$ cat src/rtl/puf_ctrl_pkg.sv
// Shared types and constants for the PUF challenge/response controller and its UART wrappers.
// No logic; width and default constants only.
// No flow control.
package puf_ctrl_pkg;

    localparam int CRP_W = 16;
    localparam logic [CRP_W-1:0] CHECK_WORD_DEFAULT = 16'h1234;

    typedef enum logic [2:0] {
        ST_IDLE,
        ST_ARM,
        ST_FIRE,
        ST_SAMPLE,
        ST_VOTE,
        ST_SEND,
        ST_WAIT_TX
    } state_t;

endpackage

$ cat src/rtl/puf_bit_voter.sv
// Per-bit ones counter across EVALS PUF samples with majority and unanimity decode.
// Count updates one cycle after accumulate; decode is combinational from the count.
// No flow control; the sequencer guarantees at most EVALS accumulates between clears.
module puf_bit_voter #(
    parameter int EVALS = 5
) (
    input  logic clk,
    input  logic rst,
    input  logic clear,
    input  logic accumulate,
    input  logic sample,
    output logic majority,
    output logic unstable
);

    localparam int CW = $clog2(EVALS + 1);
    localparam logic [CW-1:0] HALF = CW'(EVALS / 2);
    localparam logic [CW-1:0] FULL = CW'(EVALS);

    logic [CW-1:0] ones_cnt;

    always_ff @(posedge clk or posedge rst) begin
        if (rst) begin
            ones_cnt <= '0;
        end else if (clear) begin
            ones_cnt <= '0;
        end else if (accumulate && sample) begin
            ones_cnt <= ones_cnt + 1'b1;
        end
    end

    assign majority = (ones_cnt > HALF);
    assign unstable = (ones_cnt != '0) && (ones_cnt != FULL);

endmodule

$ cat src/rtl/puf_crp_sequencer.sv
// Sequences EVALS arm/fire/sample rounds on the arbiter PUF, majority-votes the word, hands it to TX.
// Latency EVALS*(2*SETTLE_CYCLES+1)+2 cycles to tx_start (1 in check mode); holds in WAIT_TX until tx_done.
// Challenges arriving while busy are dropped and flagged on overrun.
module puf_crp_sequencer
    import puf_ctrl_pkg::*;
#(
    parameter int               SETTLE_CYCLES = 8,
    parameter int               EVALS         = 5,
    parameter logic [CRP_W-1:0] CHECK_WORD    = CHECK_WORD_DEFAULT
) (
    input  logic             clk,
    input  logic             rst,
    input  logic             challenge_valid,
    input  logic [CRP_W-1:0] challenge,
    input  logic             check,
    input  logic [CRP_W-1:0] puf_response,
    input  logic             tx_done,
    output logic [CRP_W-1:0] puf_challenge,
    output logic             puf_trigger,
    output logic [CRP_W-1:0] tx_data,
    output logic             tx_start,
    output logic             busy,
    output logic             overrun,
    output logic [CRP_W-1:0] unstable_mask
);

    localparam int EW = $clog2(EVALS + 1);
    localparam logic [7:0]    SETTLE_LAST = 8'(SETTLE_CYCLES - 1);
    localparam logic [EW-1:0] EVALS_W     = EW'(EVALS);

    state_t          state;
    state_t          state_nxt;
    logic [7:0]      settle_cnt;
    logic [EW-1:0]   eval_cnt;
    logic [EW-1:0]   eval_inc;
    logic            accept;
    logic            sample_en;
    logic            settle_done;
    logic [CRP_W-1:0] vote_majority;
    logic [CRP_W-1:0] vote_unstable;

    assign settle_done = (settle_cnt == SETTLE_LAST);
    assign eval_inc    = eval_cnt + 1'b1;

    always_comb begin
        state_nxt = state;
        accept    = 1'b0;
        sample_en = 1'b0;
        case (state)
            ST_IDLE: begin
                if (challenge_valid) begin
                    accept    = 1'b1;
                    state_nxt = check ? ST_SEND : ST_ARM;
                end
            end
            ST_ARM:     if (settle_done) state_nxt = ST_FIRE;
            ST_FIRE:    if (settle_done) state_nxt = ST_SAMPLE;
            ST_SAMPLE: begin
                sample_en = 1'b1;
                state_nxt = (eval_inc < EVALS_W) ? ST_ARM : ST_VOTE;
            end
            ST_VOTE:    state_nxt = ST_SEND;
            ST_SEND:    state_nxt = ST_WAIT_TX;
            ST_WAIT_TX: if (tx_done) state_nxt = ST_IDLE;
            default:    state_nxt = ST_IDLE;
        endcase
    end

    always_ff @(posedge clk or posedge rst) begin
        if (rst) begin
            state <= ST_IDLE;
        end else begin
            state <= state_nxt;
        end
    end

    // Settle counter restarts on every state change so ARM and FIRE each last exactly SETTLE_CYCLES.
    always_ff @(posedge clk or posedge rst) begin
        if (rst) begin
            settle_cnt <= '0;
        end else if (state_nxt != state) begin
            settle_cnt <= '0;
        end else if (state == ST_ARM || state == ST_FIRE) begin
            settle_cnt <= settle_cnt + 8'd1;
        end
    end

    always_ff @(posedge clk or posedge rst) begin
        if (rst) begin
            eval_cnt <= '0;
        end else if (accept) begin
            eval_cnt <= '0;
        end else if (sample_en) begin
            eval_cnt <= eval_inc;
        end
    end

    always_ff @(posedge clk or posedge rst) begin
        if (rst) begin
            puf_challenge <= '0;
            tx_data       <= '0;
            unstable_mask <= '0;
        end else begin
            if (accept) begin
                puf_challenge <= challenge;
            end
            if (accept && check) begin
                tx_data       <= CHECK_WORD;
                unstable_mask <= '0;
            end else if (state == ST_VOTE) begin
                tx_data       <= vote_majority;
                unstable_mask <= vote_unstable;
            end
        end
    end

    for (genvar i = 0; i < CRP_W; i++) begin : g_voter
        puf_bit_voter #(
            .EVALS (EVALS)
        ) u_voter (
            .clk        (clk),
            .rst        (rst),
            .clear      (accept),
            .accumulate (sample_en),
            .sample     (puf_response[i]),
            .majority   (vote_majority[i]),
            .unstable   (vote_unstable[i])
        );
    end

    // Trigger stays high through SAMPLE so the response is read after a full high settle phase.
    assign puf_trigger = (state == ST_FIRE) || (state == ST_SAMPLE);
    assign tx_start    = (state == ST_SEND);
    assign busy        = (state != ST_IDLE);
    assign overrun     = challenge_valid && (state != ST_IDLE);

endmodule
$ cat config.mk
export PLATFORM = sky130hd
export DESIGN_NAME = puf_crp_sequencer
export DESIGN_NICKNAME = d
export VERILOG_FILES = /design/src/rtl/puf_ctrl_pkg.sv /design/src/rtl/puf_bit_voter.sv /design/src/rtl/puf_crp_sequencer.sv
export SDC_FILE = /design/constraint.sdc
export NUM_CORES = 1
export LEC_CHECK = 0
export BUFFER_PORTS_ARGS = -buffer_cell sky130_fd_sc_hd__buf_4
export CAP_MARGIN = 20
export CORE_ASPECT_RATIO = 0.8
export CORE_UTILIZATION = 58
export DETAILED_ROUTE_END_ITERATION = 8
export PLACE_DENSITY_LB_ADDON = 0.05
export RECOVER_POWER = 50
export REMOVE_ABC_BUFFERS = 1
export SYNTH_ARGS = -nofsm -noshare
export SYNTH_HDL_FRONTEND = slang
export SYNTH_HIERARCHICAL = 1
export SYNTH_SLANG_ARGS = --single-unit
$ cat constraint.sdc
create_clock -name clk -period 3.82 [get_ports clk]
set_clock_uncertainty 0.15 [all_clocks]
set_input_delay 1.146 -clock clk [delete_from_list [all_inputs] [get_ports clk]]
set_output_delay 1.146 -clock clk [all_outputs]
set_load 0.01 [all_outputs]
==> out/qor.log, run 1 <==
INFO  final_layout   n_antenna_cell=0
INFO  yosys          synthFlopType=dfrtp_1
INFO  critical_path  critical_path.max_stage_delay=1.15ns
INFO  timing         fin_setup_tns=0ns
INFO  floorplan      die-width=118um
INFO  timing         holdWs=0.354ns
INFO  place          detailed_place.area=7170squm
INFO  run            maxCapViolCount=1
INFO  min_path       min_path_cells=1
INFO  yosys          share_of_the_synthesized_area_in_the_top_cell_type=43.9%
INFO  timing         hold_viol_final=0
INFO  floorplan      die_area=11,200squm
INFO  final_layout   top_library_cells_by_usage_in_the_layout_fill_and_taps_aside=dfrtp_1 (110), buf_4 (91), ha_1 (66)
INFO  power_and_ir_drop relative_contribution_of_the_clock_network_to_total_power=17.6%
INFO  critical_path  worst-path-max-fanout=29
INFO  global_route   grt_pass1_vias=4,199
INFO  critical_path  worst-endpoint-arrival=3.09ns
INFO  timing         slew_headroom=-6.07%
INFO  cts            post-cts-setup-buffer-count=0
INFO  place          place.gp.congestion=0.769
INFO  cts            clkLatencyLatePin=0.34ns
INFO  yosys          synth_async_sr_flop_share=100%
INFO  power_and_ir_drop p_int=3.16mW
INFO  cts            cts_tree=done
INFO  yosys          dominant_cell_type_by_area_after_synthesis=dfrtp_1
INFO  power_and_ir_drop power_per_cell_area=676nW/um^2
INFO  cts            cts_max_path_bufs=2
INFO  power_and_ir_drop power_switching=1.86mW
INFO  timing         min_cycle_time_layout=2.96ns
INFO  timing         period_share=77.4%
INFO  cts            clock_sink_count=110
INFO  cts            cts_resized=0
INFO  yosys          syn_inst=554
INFO  cts            cts-buffers-inserted=9
INFO  timing         max_freq=0.338GHz
INFO  critical_path  worstReg2RegEnd=g_voter[6].u_voter/ones_cnt[2]$_DFFE_PP0P_
INFO  final_layout   finalNonFillerCells=794
INFO  min_path       hp-start=unstable_mask[2]$_DFFE_PP0P_
INFO  global_route   global_route_wire_length_before_repair=20,600um
INFO  floorplan      number_of_i_o_pins=89
INFO  critical_path  worst_r2r_path_depth=6
INFO  floorplan      fp.dieH=95.0um
INFO  global_route   grt_overflow_total=0
INFO  final_layout   final_area=7420squm
INFO  power_and_ir_drop switching_share=37.1%
INFO  timing         report.final.slew_viol_count=30
INFO  critical_path  worstSetupEndpointType=flop
INFO  min_path       holdPathEnd=unstable_mask[2]$_DFFE_PP0P_
INFO  final_layout   layout.cells.most_common=dfrtp_1
INFO  place          port_buffers=88
INFO  yosys          mean_instance_size_in_the_synthesized_netlist=11.3squm
INFO  critical_path  criticalPathCategory=input pin to flop
INFO  floorplan      design.core.area=10,400squm
INFO  outcome        violated_checks=max-capacitance violations, max-slew violations
INFO  yosys          synth.distinct_cells=42
INFO  final_layout   area_growth=18.3%
INFO  global_route   grt_usage=23.4%
INFO  critical_path  r2r_start=state[1]$_DFF_PP0_
INFO  route          avgRoutedWirePerCell=15.8um
INFO  critical_path  kind_of_start_point_of_the_critical_path=input pin
INFO  critical_path  timing.critical_path.slowest_stage_cell=clkbuf_1
INFO  timing         final-setup-viol-count=0
INFO  cts            depth_of_the_cts_h_tree=3
INFO  route          dr_total_vias=4,411
INFO  power_and_ir_drop leakage=3.63nW
INFO  final_layout   finalNetCount=753
INFO  outcome        result_of_the_run=complete, but fails checks
INFO  critical_path  worst_path_most_repeated_cell=clkbuf_1
INFO  route          detail_route.iter0.violations=223
INFO  floorplan      floorplan.rows=33
INFO  cts            cts.root.buffer_cell=clkbuf_16
INFO  place          place_hpwl=8660um
INFO  power_and_ir_drop vdd_ir_max=320uV
INFO  place          numPlacedInstances=779
INFO  final_layout   fillerInstances=750
INFO  final_layout   drive_gt1_share=29.1%
INFO  critical_path  regToRegSetupSlack=1.12ns
INFO  timing         actual_transition_at_the_worst_max_transition_pin=1.59ns
INFO  global_route   antenna_violations_before_repair=0
INFO  yosys          synth-edff-count=0
INFO  route          detail_route.first_pass.iterations=5
INFO  yosys          ys_seq_elements=110
INFO  route          viasPerCell=5.56
INFO  min_path       class_of_the_tightest_hold_or_removal_check=flop to flop
INFO  route          postRouteAntennaNets=0
INFO  critical_path  cp.required=3.95ns
INFO  route          postRouteWirelength=12,600um
INFO  cts            post_cts_hold_buffers=0
INFO  power_and_ir_drop power.sequential.fraction=38.1%
INFO  route          remaining_drc_errors=0
INFO  global_route   grt_start_max_net_pins=51
INFO  yosys          netlist_top_cells_area=dfrtp_1 (44%), ha_1 (13%), a21bo_2 (5.1%), mux2_4 (3.8%), a22o_1 (3.8%)
INFO  floorplan      initial_core_util=60.5%
INFO  timing         grt_setup_unrepaired=no
INFO  yosys          synthesis.area=6270squm
INFO  power_and_ir_drop share_comb_of_total_power=44.3%
INFO  yosys          synth_seq_area_share=43.9%
INFO  cts            clkTransAtPathRegs=0.07ns
INFO  critical_path  critical_path.cell_chain=clkbuf_1, a21oi_1, nand2b_1, clkbuf_1, a22o_1
INFO  yosys          yosysWarnings=6
[critical path, delay by kind of cell]
kind            cells  cell delay [ns]
compound gates      2             0.52
buf+inv             2             1.27
simple gates        1             0.12
[through the flow]
step	util (%)	worst slack (ns)	total power, mW
after global placement	69.2	0.988	4.04
final	71.6	0.864	5.02
after CTS	71.8	0.951	5.07
after floorplan	-	0.380	3.28
after global routing	71.6	0.711	5.39
after detailed placement	69.2	0.984	4.17
[final cells by class]
class	instances	area (sq um)	share of cell area [%]
clock buffers	14	264	3.56
clock inverters	1	5.00	0.0674
inverters	52	195	2.63
multi-input cells	380	3280	44.1
flip-flops and latches	110	2750	37.1
well taps	140	175	2.36
repair buffers	97	754	10.2
[state kept, by name, summed over array words and instances (netlist names)]
register                  flops
eval_cnt                      3
tx_data                      16
puf_challenge                16
state                         3
settle_cnt                    8
g_voter.u_voter/ones_cnt     48
unstable_mask                16
[metal layers]
layer / vias up / track usage [%] / routed length [um] / part of all wire, %
met2: 88 / 38.9 / 6160 / 49
met4: 0 / 6.30 / 132 / 1.1
met1: 2203 / 30.8 / 5730 / 46
met3: 11 / 5.92 / 529 / 4.2
li1: 2109 / - / - / -
met5: - / 0 / 0 / 0
[Yosys cell counts, drive strengths merged (4+ instances only)]
library cell    n
nor3            4
nand3b         16
o21bai         16
and2b          16
nand2           8
xnor2           8
a22o           27
clkbuf          6
dfrtp         110
inv            52
mux2           32
a21bo          32
a21oi          36
nor2           36
ha             66
buf             6
nand3          35
mux2i          17
[worst max path at each step]
stage / startpoint / end / slack [ns] / depth (start not counted)
after detailed placement: challenge_valid / overrun / 0.98 / 3
after floorplan: challenge_valid / g_voter[0].u_voter/ones_cnt[2]$_DFFE_PP0P_ / 0.38 / 3
after CTS: state[0]$_DFF_PP0_ / overrun / 0.95 / 4
final: challenge_valid / tx_data[6]$_DFFE_PP0P_ / 0.86 / 5
after global routing: challenge_valid / unstable_mask[4]$_DFFE_PP0P_ / 0.71 / 5
after global placement: challenge_valid / overrun / 0.99 / 3
[power groups by stage]
stage,Clock [mW],Combinational (mW),Sequential (mW)
2_1_floorplan,0,1.30,1.98
3_3_place_gp,0,2.14,1.90
3_5_place_dp,0,2.23,1.93
4_1_cts,0.905,2.25,1.91
5_1_grt,0.942,2.47,1.98
6_report,0.882,2.22,1.91
[kinds of logic (layout without fill, tap and decap cells)]
family,count (synthesis),in the layout,synth area share (%)
and+or+nand+nor,129,129,12.5
AOI/OAI and AO/OA,125,125,15.6
DFF,110,110,43.9
adders and majority gates,66,66,13.2
buffers and inverters,64,164,3.93
muxes,49,49,9.41
xor gates and xnor gates,11,11,1.54
Note: power is estimated with default switching activity, not from simulation.
==> run 2, diff against run 1 <==
--- a/config.mk
+++ b/config.mk
@@ -8,7 +8,7 @@
 export BUFFER_PORTS_ARGS = -buffer_cell sky130_fd_sc_hd__buf_4
 export CAP_MARGIN = 20
 export CORE_ASPECT_RATIO = 0.8
-export CORE_UTILIZATION = 58
+export CORE_UTILIZATION = 52
 export DETAILED_ROUTE_END_ITERATION = 8
 export PLACE_DENSITY_LB_ADDON = 0.05
 export RECOVER_POWER = 50
==> constraint.sdc (replaced) <==
create_clock -name clk -period 2.4 [get_ports clk]
set_clock_uncertainty 0.15 [all_clocks]
set_input_delay 0.72 -clock clk [delete_from_list [all_inputs] [get_ports clk]]
set_output_delay 0.72 -clock clk [all_outputs]
set_load 0.01 [all_outputs]
==> out/qor.log, run 2 (synthesis results as in run 1) <==
INFO  timing         actual_transition_at_the_worst_max_transition_pin=1.02ns
INFO  cts            clock_sink_count=110
INFO  route          postRouteAntennaNets=0
INFO  critical_path  kind_of_start_point_of_the_critical_path=flop
INFO  critical_path  critical_path.n_buffers_inverters=1
INFO  final_layout   flip_flop_count_of_the_largest_register_after_layout=48
INFO  power_and_ir_drop p_int=5.02mW
INFO  timing         final-setup-viol-count=0
INFO  timing         fin_setup_tns=0ns
INFO  timing         slew_headroom=32.1%
INFO  critical_path  criticalPathCategory=flop to output pin
INFO  final_layout   register_bank_with_the_most_flops=g_voter.u_voter/ones_cnt
INFO  cts            clkLatencyLatePin=0.34ns
INFO  critical_path  critical_path.max_stage_delay=0.49ns
INFO  floorplan      die_area=12,500squm
INFO  route          avgRoutedWirePerCell=15.4um
INFO  critical_path  critical_path.cell_chain=nor2_4, nand2_1, and2_1, buf_4
INFO  critical_path  timing.critical_path.slowest_stage_cell=dfrtp_2
INFO  floorplan      number_of_i_o_pins=89
INFO  power_and_ir_drop relative_contribution_of_the_clock_network_to_total_power=18.0%
INFO  final_layout   finalNetCount=757
INFO  place          port_buffers=88
INFO  power_and_ir_drop share_comb_of_total_power=44.2%
INFO  critical_path  worst-path-max-fanout=10
INFO  floorplan      floorplan.rows=35
INFO  critical_path  r2r_start=state[1]$_DFF_PP0_
INFO  timing         min_cycle_time_layout=2.30ns
INFO  global_route   grt_overflow_total=0
INFO  final_layout   finalNonFillerCells=807
INFO  final_layout   final_area=7480squm
INFO  cts            clkTransAtPathRegs=0.07ns
INFO  global_route   global_route_wire_length_before_repair=20,900um
INFO  min_path       hp-start=unstable_mask[12]$_DFFE_PP0P_
INFO  critical_path  cp.required=1.53ns
INFO  cts            cts_max_path_bufs=2
INFO  timing         max_freq=0.435GHz
INFO  power_and_ir_drop power_switching=3.02mW
INFO  critical_path  critical-path-top-delay-family=flip-flops
INFO  global_route   grt_start_max_net_pins=64
INFO  timing         report.final.slew_viol_count=0
INFO  cts            cts.root.buffer_cell=clkbuf_16
INFO  final_layout   area_growth=19.2%
INFO  critical_path  critPathLaunch=state[1]$_DFF_PP0_
INFO  timing         hold_viol_final=0
INFO  power_and_ir_drop post_layout_power=8.04mW
INFO  critical_path  worst-endpoint-arrival=1.43ns
INFO  place          place_hpwl=8580um
INFO  final_layout   top_library_cells_by_usage_in_the_layout_fill_and_taps_aside=dfrtp_1 (108), buf_4 (93), ha_1 (66)
INFO  global_route   grt_pass1_vias=4,329
INFO  floorplan      initial_core_util=53.9%
INFO  critical_path  worstSetupEndpointType=output pin
INFO  place          place.gp.congestion=0.789
INFO  route          viasPerCell=5.41
INFO  outcome        result_of_the_run=complete, but fails checks
INFO  floorplan      die-width=125um
INFO  power_and_ir_drop vdd_ir_max=493uV
INFO  floorplan      design.core.area=11,600squm
INFO  power_and_ir_drop switching_share=37.6%
INFO  power_and_ir_drop power.sequential.fraction=37.8%
INFO  cts            cts_tree=done
INFO  route          detail_route.first_pass.iterations=8
INFO  global_route   grt_usage=20.8%
INFO  route          postRouteWirelength=12,400um
INFO  global_route   antenna_violations_before_repair=0
INFO  power_and_ir_drop power_per_cell_area=1080nW/um^2
INFO  floorplan      fp.dieH=100um
INFO  cts            cts-buffers-inserted=9
INFO  final_layout   n_antenna_cell=0
INFO  place          detailed_place.area=7210squm
INFO  power_and_ir_drop leakage=3.65nW
INFO  final_layout   drive_gt1_share=30.8%
INFO  place          numPlacedInstances=791
INFO  cts            post_cts_hold_buffers=0
INFO  cts            depth_of_the_cts_h_tree=3
INFO  timing         grt_setup_unrepaired=no
INFO  route          dr_total_vias=4,363
INFO  route          detail_route.iter0.violations=155
INFO  outcome        violated_checks=design-rule violations
INFO  final_layout   layout.cells.most_common=dfrtp_1
INFO  min_path       class_of_the_tightest_hold_or_removal_check=flop to flop
INFO  run            maxCapViolCount=0
INFO  timing         period_share=95.7%
INFO  route          remaining_drc_errors=10
INFO  final_layout   fillerInstances=917
## run 2: cell types whose count changed in the layout (fill, tap and decap cells not counted), sizes merged
| cell | previous run | this run |
|---|---|---|
| buf | 94 | 95 |
| clkbuf | 17 | 15 |
| clkinv | 1 | 4 |
| inv | 52 | 55 |
## run 2: final timing paths
kind / to / slack (ns) / cells past startpoint
worst max-delay path: overrun / 0.10 / 4
worst min-delay path: unstable_mask[12]$_DFFE_PP0P_ / 0.36 / 1
worst max register to register: g_voter[8].u_voter/ones_cnt[2]$_DFFE_PP0P_ / 0.14 / 5
worst min register to register: unstable_mask[12]$_DFFE_PP0P_ / 0.36 / 1
max in group asynchronous: state[1]$_DFF_PP0_ / 0.51 / 3
min in group asynchronous: g_voter[14].u_voter/ones_cnt[0]$_DFFE_PP0P_ / 0.54 / 2
## run 2: power groups by stage
stage | Combinational [mW] | Sequential, mW | Clock, mW
after detailed placement | 3.60 | 3.06 | 0
after global placement | 3.46 | 3.02 | 0
after floorplan | 2.06 | 3.15 | 0
final | 3.55 | 3.04 | 1.45
after CTS | 3.61 | 3.04 | 1.50
after global routing | 3.95 | 3.14 | 1.56
## run 2: final cells by class
| cell class | instances | area, sq um | area share [%] |
|---|---|---|---|
| clock inverters | 7 | 63.8 | 0.853 |
| clock buffers | 9 | 225 | 3.01 |
| inverters | 52 | 195 | 2.61 |
| flip-flops and latches | 110 | 2760 | 36.8 |
| multi-input cells | 380 | 3280 | 43.9 |
| well taps | 148 | 185 | 2.48 |
| repair buffers | 101 | 768 | 10.3 |
## run 2: what timing repair did
item                       4_1_cts  5_1_grt
setup endpoints to repair        1        1
gates resized for setup          2        2
setup buffers                    0        0
## run 2: metrics by stage
step / setup slack [ns] / util, % / hold slack (ns)
5_1_grt: 0.0180 / 64.2 / 0.376
2_1_floorplan: -0.816 / - / 0.324
3_3_place_gp: 0.325 / 61.9 / 0.339
4_1_cts: 0.0423 / 64.4 / 0.209
3_5_place_dp: 0.301 / 61.9 / 0.342
6_report: 0.104 / 64.2 / 0.358
## run 2: per-layer routing
layer	GRT usage, %	wire length, um	up-vias
met1	27.0	5760	2171
met3	4.26	384	9
met4	4.32	104	0
li1	-	-	2125
met2	36.3	6160	58
met5	0	0	-
==> run 3, diff against run 2 <==
--- a/config.mk
+++ b/config.mk
@@ -7,10 +7,12 @@
 export LEC_CHECK = 0
 export BUFFER_PORTS_ARGS = -buffer_cell sky130_fd_sc_hd__buf_4
 export CAP_MARGIN = 20
+export CELL_PAD_IN_SITES_DETAIL_PLACEMENT = 1
+export CELL_PAD_IN_SITES_GLOBAL_PLACEMENT = 1
 export CORE_ASPECT_RATIO = 0.8
-export CORE_UTILIZATION = 52
+export CORE_UTILIZATION = 42
 export DETAILED_ROUTE_END_ITERATION = 8
-export PLACE_DENSITY_LB_ADDON = 0.05
+export PLACE_DENSITY_LB_ADDON = 0.1
 export RECOVER_POWER = 50
 export REMOVE_ABC_BUFFERS = 1
 export SYNTH_ARGS = -nofsm -noshare
==> out/qor.log, run 3 (synthesis results as in run 1) <==
INFO  floorplan      design.core.area=14,400squm
INFO  cts            clkLatencyLatePin=0.35ns
INFO  timing         grt_setup_unrepaired=no
INFO  final_layout   flip_flop_count_of_the_largest_register_after_layout=48
INFO  timing         report.final.slew_viol_count=0
INFO  global_route   grt_usage=20.4%
INFO  floorplan      die_area=15,400squm
INFO  final_layout   register_bank_with_the_most_flops=g_voter.u_voter/ones_cnt
INFO  power_and_ir_drop power_per_cell_area=1110nW/um^2
INFO  run            maxCapViolCount=0
INFO  final_layout   fillerInstances=1,551
INFO  critical_path  worst-path-max-fanout=10
INFO  cts            depth_of_the_cts_h_tree=3
INFO  timing         final-setup-viol-count=0
INFO  global_route   grt_overflow_total=0
INFO  final_layout   top_library_cells_by_usage_in_the_layout_fill_and_taps_aside=dfrtp_1 (110), buf_4 (92), ha_1 (66)
INFO  route          postRouteAntennaNets=0
INFO  min_path       class_of_the_tightest_hold_or_removal_check=flop to flop
INFO  power_and_ir_drop p_int=5.28mW
INFO  critical_path  critical_path.cell_chain=inv_1, nand2_1, and2_1, buf_4
INFO  critical_path  criticalPathCategory=flop to output pin
INFO  outcome        violated_checks=design-rule violations
INFO  power_and_ir_drop power_switching=3.12mW
INFO  route          remaining_drc_errors=12
INFO  place          port_buffers=88
INFO  final_layout   layout.cells.most_common=dfrtp_1
INFO  final_layout   total_area_of_multi_input_combinational_cells=3280squm
INFO  power_and_ir_drop relative_contribution_of_the_clock_network_to_total_power=19.5%
INFO  cts            cts-buffers-inserted=9
INFO  route          dr_total_vias=4,474
INFO  final_layout   drive_gt1_share=30.0%
INFO  timing         max_freq=0.435GHz
INFO  cts            post_cts_hold_buffers=0
INFO  final_layout   layout.area.seq=2750squm
INFO  timing         hold_viol_final=0
INFO  global_route   global_route_wire_length_before_repair=25,000um
INFO  timing         holdWs=0.359ns
INFO  critical_path  worstSetupEndpointType=output pin
INFO  final_layout   area_growth=20.7%
INFO  timing         period_share=95.8%
INFO  power_and_ir_drop leakage=3.68nW
INFO  place          place_hpwl=10,300um
INFO  route          detail_route.first_pass.iterations=8
INFO  timing         min_cycle_time_layout=2.30ns
INFO  critical_path  regToRegSetupSlack=0.18ns
INFO  power_and_ir_drop power.sequential.fraction=36.3%
INFO  route          avgRoutedWirePerCell=17.3um
INFO  place          detailedPlace.worstSlack=0.219ns
INFO  floorplan      initial_core_util=43.4%
INFO  timing         actual_transition_at_the_worst_max_transition_pin=1.08ns
INFO  power_and_ir_drop share_comb_of_total_power=44.2%
INFO  critical_path  kind_of_start_point_of_the_critical_path=flop
INFO  critical_path  cp.required=1.53ns
INFO  final_layout   finalNetCount=758
INFO  place          detailed_place.area=7290squm
INFO  timing         fin_ws=0.101ns
INFO  power_and_ir_drop switching_share=37.1%
INFO  cts            clkTransAtPathRegs=0.07ns
INFO  route          postRouteWirelength=14,600um
INFO  critical_path  worst-endpoint-arrival=1.43ns
INFO  place          place.gp.congestion=0.763
INFO  cts            clock_sink_count=110
INFO  floorplan      die-width=139um
INFO  cts            cts_tree=done
INFO  floorplan      floorplan.rows=39
INFO  timing         fin_setup_tns=0ns
INFO  final_layout   final_area=7570squm
INFO  power_and_ir_drop vdd_ir_max=427uV
INFO  cts            cts.root.buffer_cell=clkbuf_16
INFO  critical_path  critical_path.max_stage_delay=0.49ns
INFO  power_and_ir_drop post_layout_power=8.41mW
INFO  cts            cts_max_path_bufs=2
INFO  floorplan      fp.dieH=111um
INFO  global_route   antenna_violations_before_repair=0
INFO  outcome        result_of_the_run=complete, but fails checks
INFO  final_layout   n_antenna_cell=0
INFO  route          detail_route.iter0.violations=185
INFO  global_route   grt_start_max_net_pins=56
INFO  route          viasPerCell=5.31
INFO  global_route   grt_pass1_vias=4,962
INFO  critical_path  timing.critical_path.slowest_stage_cell=dfrtp_1
INFO  floorplan      number_of_i_o_pins=89
INFO  timing         slew_headroom=27.9%
==> run 3: cell count changes in the layout (fill, tap and decap cells not counted), sizes merged <==
cell	delta
clkinv	-2
buf	+2
bufinv	+2
inv	-3
clkbuf	+1
==> run 3: worst max-delay path: cells and delay by family (launching register included) <==
family        cells  cell delay [ns]
simple gates      2             0.25
buf+inv           2             0.33
flops             1             0.49
==> run 3: stage by stage <==
stage	cells	util (%)
floorplan	542	-
global placement	828	50.5
detailed placement	828	50.5
CTS	843	52.7
global route	843	52.4
finish	843	52.4
==> run 3: final timing paths <==
check | start | endpoint | depth (start not counted)
setup / recovery | state[2]$_DFF_PP0_ | overrun | 4
hold / removal | unstable_mask[11]$_DFFE_PP0P_ | unstable_mask[11]$_DFFE_PP0P_ | 1
setup reg to reg | state[2]$_DFF_PP0_ | g_voter[13].u_voter/ones_cnt[2]$_DFFE_PP0P_ | 5
hold reg to reg | unstable_mask[11]$_DFFE_PP0P_ | unstable_mask[11]$_DFFE_PP0P_ | 1
max in group asynchronous | rst | unstable_mask[2]$_DFFE_PP0P_ | 3
min in group asynchronous | rst | g_voter[6].u_voter/ones_cnt[2]$_DFFE_PP0P_ | 2
==> run 3: metal layers <==
metal	part of all wire, %	GRT usage [%]
met1	47	27.1
met2	49	34.0
met3	2.8	3.71
met4	1.2	6.15
met5	0	0
==> run 3: cell type report <==
cell class / count / area share (%)
multi-input combinational: 380 / 43.3
sequential: 110 / 36.3
timing repair buffer: 102 / 10.5
clock buffer: 11 / 3.34
tap: 184 / 3.04
inverter: 52 / 2.58
clock inverter: 4 / 0.925
==> run 3: power groups by stage <==
stage	Sequential (mW)	Combinational, mW	Clock, mW
after detailed placement	3.08	3.79	0
final	3.05	3.72	1.64
after global placement	3.02	3.59	0
after floorplan	3.15	2.06	0
after global routing	3.15	4.13	1.76
after CTS	3.06	3.81	1.70
==> run 3: repair_timing <==
| item | in CTS | in global routing |
|---|---|---|
| endpoints found under the hold margin | 0 | 0 |
| buffers inserted | 0 | 0 |
| setup endpoints to repair | 0 | 1 |
| resized for setup | 0 | 1 |
